$ cat src/rtl/bw_rmw_pkg.sv
// Shared types and the bit-merge helper for the bit-write emulation stage.
package bw_rmw_pkg;

  localparam int ROW_W = 132;
  localparam int ADR_W = 8;

  typedef struct packed {
    logic             rd;
    logic             wr;
    logic [ADR_W-1:0] addr;
    logic [ROW_W-1:0] bw;
    logic [ROW_W-1:0] din;
  } op_t;

  function automatic logic [ROW_W-1:0] merge_row(input logic [ROW_W-1:0] base,
                                                 input logic [ROW_W-1:0] din,
                                                 input logic [ROW_W-1:0] bw);
    return (base & ~bw) | (din & bw);
  endfunction

endpackage

$ cat src/rtl/bw_rmw_hist.sv
// History of the last DEPTH physical writes, newest at index 0, with an
// address lookup that returns the newest matching row.
module bw_rmw_hist
  import bw_rmw_pkg::*;
#(
  parameter int DEPTH   = 2,
  parameter int ROWWDTH = ROW_W,
  parameter int BITSROW = ADR_W
) (
  input  logic               clk,
  input  logic               rst,
  input  logic               push_vld,
  input  logic [BITSROW-1:0] push_adr,
  input  logic [ROWWDTH-1:0] push_row,
  input  logic [BITSROW-1:0] lk_adr,
  output logic               hit,
  output logic [ROWWDTH-1:0] row
);

  logic [DEPTH-1:0]   vld_q, vld_d;
  logic [BITSROW-1:0] adr_q [DEPTH];
  logic [BITSROW-1:0] adr_d [DEPTH];
  logic [ROWWDTH-1:0] row_q [DEPTH];
  logic [ROWWDTH-1:0] row_d [DEPTH];

  always_comb begin
    vld_d[0] = push_vld;
    adr_d[0] = push_adr;
    row_d[0] = push_row;
    for (int i = 1; i < DEPTH; i++) begin
      vld_d[i] = vld_q[i-1];
      adr_d[i] = adr_q[i-1];
      row_d[i] = row_q[i-1];
    end
  end

  always_ff @(posedge clk or posedge rst) begin
    if (rst) vld_q <= '0;
    else     vld_q <= vld_d;
  end

  always_ff @(posedge clk) begin
    for (int i = 0; i < DEPTH; i++) begin
      adr_q[i] <= adr_d[i];
      row_q[i] <= row_d[i];
    end
  end

  // Scan oldest to newest so the newest match wins.
  always_comb begin
    hit = 1'b0;
    row = '0;
    for (int i = DEPTH - 1; i >= 0; i--) begin
      if (vld_q[i] && (adr_q[i] == lk_adr)) begin
        hit = 1'b1;
        row = row_q[i];
      end
    end
  end

endmodule

$ cat src/rtl/bw_rmw.sv
// Emulates a bit-writable SRAM on a 1R1W macro: read, merge, write back
// SRAM_DELAY cycles later, forwarding from writes the read could not see.
module bw_rmw
  import bw_rmw_pkg::*;
#(
  parameter int ROWWDTH    = ROW_W,
  parameter int NUMSROW    = 256,
  parameter int BITSROW    = ADR_W,
  parameter int SRAM_DELAY = 2
) (
  input  logic               clk,
  input  logic               rst,
  input  logic               mem_read,
  input  logic               mem_write,
  input  logic [BITSROW-1:0] mem_addr,
  input  logic [ROWWDTH-1:0] mem_bw,
  input  logic [ROWWDTH-1:0] mem_din,
  output logic [ROWWDTH-1:0] mem_dout,
  output logic               prd,
  output logic [BITSROW-1:0] prdadr,
  input  logic [ROWWDTH-1:0] prdout,
  output logic               pwr,
  output logic [BITSROW-1:0] pwradr,
  output logic [ROWWDTH-1:0] pwrdin
);

  if (SRAM_DELAY < 1 || NUMSROW > (1 << BITSROW)) begin : g_bad_cfg
    $error("bw_rmw: illegal SRAM_DELAY/NUMSROW/BITSROW combination");
  end

  op_t in_op, done_op;

  logic [SRAM_DELAY-1:0] rd_q, rd_d, wr_q, wr_d;
  logic [BITSROW-1:0]    adr_q [SRAM_DELAY];
  logic [BITSROW-1:0]    adr_d [SRAM_DELAY];
  logic [ROWWDTH-1:0]    bw_q  [SRAM_DELAY];
  logic [ROWWDTH-1:0]    bw_d  [SRAM_DELAY];
  logic [ROWWDTH-1:0]    din_q [SRAM_DELAY];
  logic [ROWWDTH-1:0]    din_d [SRAM_DELAY];

  logic               hist_hit;
  logic [ROWWDTH-1:0] hist_row, base_row, merged_row;

  always_comb begin
    in_op.rd   = mem_read  & ~rst;
    in_op.wr   = mem_write & ~rst;
    in_op.addr = mem_addr;
    in_op.bw   = mem_bw;
    in_op.din  = mem_din;

    rd_d[0]  = in_op.rd;
    wr_d[0]  = in_op.wr;
    adr_d[0] = in_op.addr;
    bw_d[0]  = in_op.bw;
    din_d[0] = in_op.din;
    for (int i = 1; i < SRAM_DELAY; i++) begin
      rd_d[i]  = rd_q[i-1];
      wr_d[i]  = wr_q[i-1];
      adr_d[i] = adr_q[i-1];
      bw_d[i]  = bw_q[i-1];
      din_d[i] = din_q[i-1];
    end
  end

  assign prd    = in_op.rd | in_op.wr;
  assign prdadr = rst ? '0 : mem_addr;

  // Op pipeline: only the valids are reset, payload just follows along.
  always_ff @(posedge clk or posedge rst) begin
    if (rst) begin
      rd_q <= '0;
      wr_q <= '0;
    end else begin
      rd_q <= rd_d;
      wr_q <= wr_d;
    end
  end

  always_ff @(posedge clk) begin
    for (int i = 0; i < SRAM_DELAY; i++) begin
      adr_q[i] <= adr_d[i];
      bw_q[i]  <= bw_d[i];
      din_q[i] <= din_d[i];
    end
  end

  always_comb begin
    done_op.rd   = rd_q[SRAM_DELAY-1];
    done_op.wr   = wr_q[SRAM_DELAY-1];
    done_op.addr = adr_q[SRAM_DELAY-1];
    done_op.bw   = bw_q[SRAM_DELAY-1];
    done_op.din  = din_q[SRAM_DELAY-1];
  end

  bw_rmw_hist #(
    .DEPTH  (SRAM_DELAY),
    .ROWWDTH(ROWWDTH),
    .BITSROW(BITSROW)
  ) u_hist (
    .clk     (clk),
    .rst     (rst),
    .push_vld(done_op.wr),
    .push_adr(done_op.addr),
    .push_row(merged_row),
    .lk_adr  (done_op.addr),
    .hit     (hist_hit),
    .row     (hist_row)
  );

  // Completion stage: the macro's row is stale if a newer write is in history.
  always_comb begin
    base_row   = hist_hit ? hist_row : prdout;
    merged_row = merge_row(base_row, done_op.din, done_op.bw);
    mem_dout   = done_op.rd ? base_row : '0;
    pwr        = done_op.wr;
    pwradr     = done_op.wr ? done_op.addr : '0;
    pwrdin     = done_op.wr ? merged_row : '0;
  end

endmodule

$ cat config.mk
export PLATFORM = sky130hd
export DESIGN_NAME = bw_rmw
export DESIGN_NICKNAME = d
export VERILOG_FILES = /design/src/rtl/bw_rmw_pkg.sv /design/src/rtl/bw_rmw_hist.sv /design/src/rtl/bw_rmw.sv
export SDC_FILE = /design/constraint.sdc
export NUM_CORES = 1
export LEC_CHECK = 0
export ABC_AREA = 0
export CORE_AREA = 2 2 272 274
export CTS_CLUSTER_DIAMETER = 200
export DETAILED_ROUTE_END_ITERATION = 10
export DIE_AREA = 0 0 274 276
export PLACE_DENSITY_LB_ADDON = 0.2
export SLEW_MARGIN = 20
export SYNTH_ARGS = -nofsm -noshare
export SYNTH_HDL_FRONTEND = slang
export SYNTH_SLANG_ARGS = --single-unit
$ cat constraint.sdc
create_clock -name clk -period 3.15 [get_ports clk]
set_input_delay 0.945 -clock clk [delete_from_list [all_inputs] [get_ports clk]]
set_output_delay 0.945 -clock clk [all_outputs]
set_load 0.03 [all_outputs]
==> metrics.cfg <==
[status]
outcome = finished, violations left
violations = setup timing

[route]
route.detailed.drc = 0
postRouteWirelength_um = 95250
antenna_left = 0
detail_route.first_pass.iterations = 5
vias = 21192
iter_0_drt_violations = 1055
routed_wire_length_per_instance_um = 22.69
drt-vias-per-instance = 5.048

[cts]
clock_tree.htree_level_count = 3
cts_tree = yes
clk_transition_reported_paths_ns = 0.06
clockRootBuffer = sky130_fd_sc_hd__clkbuf_16
cts_max_path_buffers = 3
cts_num_sinks = 830
cts_inserted_buffers = 86
clk_latency_ns = 0.63

[synthesis]
synth_most_common_cell = sky130_fd_sc_hd__dfxtp_1
synth_fp_nets = 2604
synthArstFlopShare = 0.007229
synth_seq_cells = 830
yosysTopAreaCellShare = 0.6562
dominantRegCellSynth = sky130_fd_sc_hd__dfxtp_1
synth.cell_area_sq_um = 25140
synth_area_per_cell_sq_um = 11.45
synth.top_cells.by_count = sky130_fd_sc_hd__dfxtp_1 (824), sky130_fd_sc_hd__inv_1 (133), sky130_fd_sc_hd__nand3_1 (133), sky130_fd_sc_hd__nor2_1 (133)
syn-instance-count = 2196
synth_enable_flop_cells = 0
synth.distinct_cells = 28
ys_warn_count = 0
synth_top_area_cell = sky130_fd_sc_hd__dfxtp_1
ys_top_cells_by_area = sky130_fd_sc_hd__dfxtp_1 (66%), sky130_fd_sc_hd__o41ai_1 (4.3%), sky130_fd_sc_hd__a211oi_2 (4.0%), sky130_fd_sc_hd__nor3b_1 (3.9%), sky130_fd_sc_hd__o31ai_1 (3.9%)
synth_seq_area_share = 0.6622

[placed_design]
number_of_cells_in_the_design_after_placement = 3934
finalWeightedCongestion = 0.8600
estimated_wirelength_of_the_detail_placed_design_um = 63370
port-buffer-count = 689
pre_cts_ws_ns = -0.4044
place_area_sq_um = 35800

[timing]
finalHoldWorstSlack_ns = 0.3049
relSlewSlack = 0.6061
final_count_of_pins_violating_max_slew = 0
period_share = 1.209
report.final.setup_viol = 265
post-route-worst-setup-slack_ns = -0.6597
fin_skew_ns = 0.03130
totalNegativeSetupSlack_ns = -139.18
setup_repair_after_global_routing_missed_its_margin = true
report.final.hold_viol_count = 0
worst_slew_pin_slew_ns = 0.5908
timing.fmax_ghz = 0.2625
timing.final.crit_period_ns = 3.810

[die]
die_x_um = 274
initial_utilization = 0.3463
core-area_sq_um = 72590
chipHeight_um = 276
std_cell_rows = 99
die-area_sq_um = 75620
floorplan.io_pins = 690

[worst_setup_path]
crit_path_max_incr_delay_ns = 0.35
worstPathMaxFanout = 9
critical_path.most_common_cell = sky130_fd_sc_hd__buf_12
worstReg2RegEnd = u_hist.row_q[0][111]$_DFF_P_
critPathBufInv = 6
cp.arrival_ns = 2.86
critPathSlowestCell = sky130_fd_sc_hd__dfxtp_2
crit_path_cell_trace = xor2_2 -> nor3_4 -> and3_4 -> buf_12 -> buf_12 -> buf_16 -> buf_4 -> a211oi_2 -> nor3b_2 -> buf_4 -> buf_12
critical_path_required_ns = 2.20
crit_type = register to primary output
critical_path.reg2reg.startpoint = adr_q[0][9]$_DFF_P_
worst_reg2reg_path_length_in_cells = 11
startpoint_type = register
cp-end-kind = primary output
rrSetupSlack_ns = 0.81
timing.critical_path.max_delay_family = buffers and inverters

[hold_path]
timing.hold.worst.class = register to register
holdPathStages = 0
whs_endpoint = bw_q[0][262]$_DFF_P_
hold_path.startpoint = bw_q[0][130]$_DFF_P_

[grt]
grt_use_total = 0.2410
grt.overflow.total = 0
antenna_found_initial = 15
grt_max_degree = 58
grt_pass1_vias = 22043
grt_first_pass_wirelength_um = 137600

[cells_and_area]
layoutNonFillerInstCount = 4198
post_route_cells_drive_above_1_share = 0.3718
finish.utilization = 0.5739
final_cell_area_sq_um = 41660
relative_area_change_from_synthesis_to_final_layout_pct = 65.72
nets = 3574
fill_cells = 5964

[power]
power.switching_fraction = 0.2360
p_leak_nw = 17.70
clockPowerShare = 0.434
power_mw = 24.89
power.sequential.fraction = 0.464
share_comb_of_total_power = 0.102
vdd_drop_max_v = 0.0004327
p_int_mw = 19.02
switching_power_mw = 5.875
power.density_cell_area_nw_per_um2 = 597.5

[run]
maxCapViolCount = 0

[power groups by stage]
stage          clock [mW]  combinational (mW)  sequential (mW)
2_1_floorplan           0                1.05             11.6
3_3_place_gp            0                2.33             11.7
3_5_place_dp            0                2.35             11.7
4_1_cts              11.0                2.48             11.5
5_1_grt              11.4                2.67             11.6
6_report             10.8                2.55             11.5
[what timing repair did]
item	in CTS	in global routing
setup endpoints to repair	265	265
buffers inserted	58	35
pin swaps	159	71
resized for setup	180	162
hold buffers	0	0
cloned	20	4
[how the worst max path moves through the flow]
| stage | from | endpoint | slack (ns) | cells past startpoint |
|---|---|---|---|---|
| after CTS | adr_q[0][8]$_DFF_P_ | pwrdin[75] | -0.75 | 9 |
| after global placement | prdout[50] | pwrdin[50] | -0.45 | 8 |
| after floorplan | adr_q[0][12]$_DFF_P_ | pwrdin[121] | 0.01 | 8 |
| after global routing | adr_q[0][9]$_DFF_P_ | pwrdin[59] | -0.79 | 10 |
| final | adr_q[0][9]$_DFF_P_ | mem_dout[31] | -0.66 | 11 |
| after detailed placement | prdout[50] | pwrdin[50] | -0.40 | 8 |
[flip-flops by register name, summed over array words and instances, names as in the netlist]
signal / flops
bw_q: 264
din_q: 264
u_hist.row_q: 264
adr_q: 16
u_hist.adr_q: 16
rd_q: 2
u_hist.vld_q: 2
wr_q: 2
[logic make-up after synthesis]
kind of cell              Yosys count  synth area share
DFF                               830            0.6622
and+or+nand+nor                   556            0.1124
AOI/OAI and AO/OA                 528            0.1766
buffers and inverters             266           0.04330
xor gates and xnor gates           16          0.005574
[routing by layer]
layer	vias to the layer above	part of all wire	global-route usage
li1	9864	-	-
met1	10454	0.40	0.2826
met2	685	0.49	0.4178
met3	173	0.068	0.06279
met4	16	0.037	0.09392
met5	-	0.0011	0
[cell type report]
| type | count | area, sq um | share of cell area |
|---|---|---|---|
| clock buffers | 124 | 2587 | 0.06211 |
| inverters | 134 | 510.5 | 0.01225 |
| multi-input cells | 1100 | 9751 | 0.2340 |
| clock inverters | 31 | 483.0 | 0.01159 |
| well taps | 959 | 1200 | 0.02880 |
| diodes | 6 | 15.01 | 0.0003604 |
| repair buffers | 1014 | 10450 | 0.2508 |
| flip-flops and latches | 830 | 16670 | 0.4000 |
[layout by cell type, fill, tap and decap left out, types with 11 or more instances in the layout]
master / instances
sky130_fd_sc_hd__buf_6: 59
sky130_fd_sc_hd__buf_16: 23
sky130_fd_sc_hd__buf_12: 73
sky130_fd_sc_hd__nor3b_2: 102
sky130_fd_sc_hd__nand2_1: 132
sky130_fd_sc_hd__buf_4: 426
sky130_fd_sc_hd__clkbuf_16: 94
sky130_fd_sc_hd__nor2_1: 76
sky130_fd_sc_hd__o41ai_2: 130
sky130_fd_sc_hd__nor2_2: 48
sky130_fd_sc_hd__a211oi_2: 99
sky130_fd_sc_hd__clkbuf_8: 25
sky130_fd_sc_hd__clkinv_2: 11
sky130_fd_sc_hd__o31ai_1: 132
sky130_fd_sc_hd__dfxtp_1: 816
sky130_fd_sc_hd__a31oi_1: 125
sky130_fd_sc_hd__nor3b_4: 13
sky130_fd_sc_hd__a211oi_4: 29
sky130_fd_sc_hd__nor3b_1: 17
sky130_fd_sc_hd__inv_1: 133
sky130_fd_sc_hd__clkdlybuf4s50_1: 417
sky130_fd_sc_hd__clkbuf_1: 11
sky130_fd_sc_hd__nand3_1: 132
Note: power is estimated with default switching activity, not from simulation.
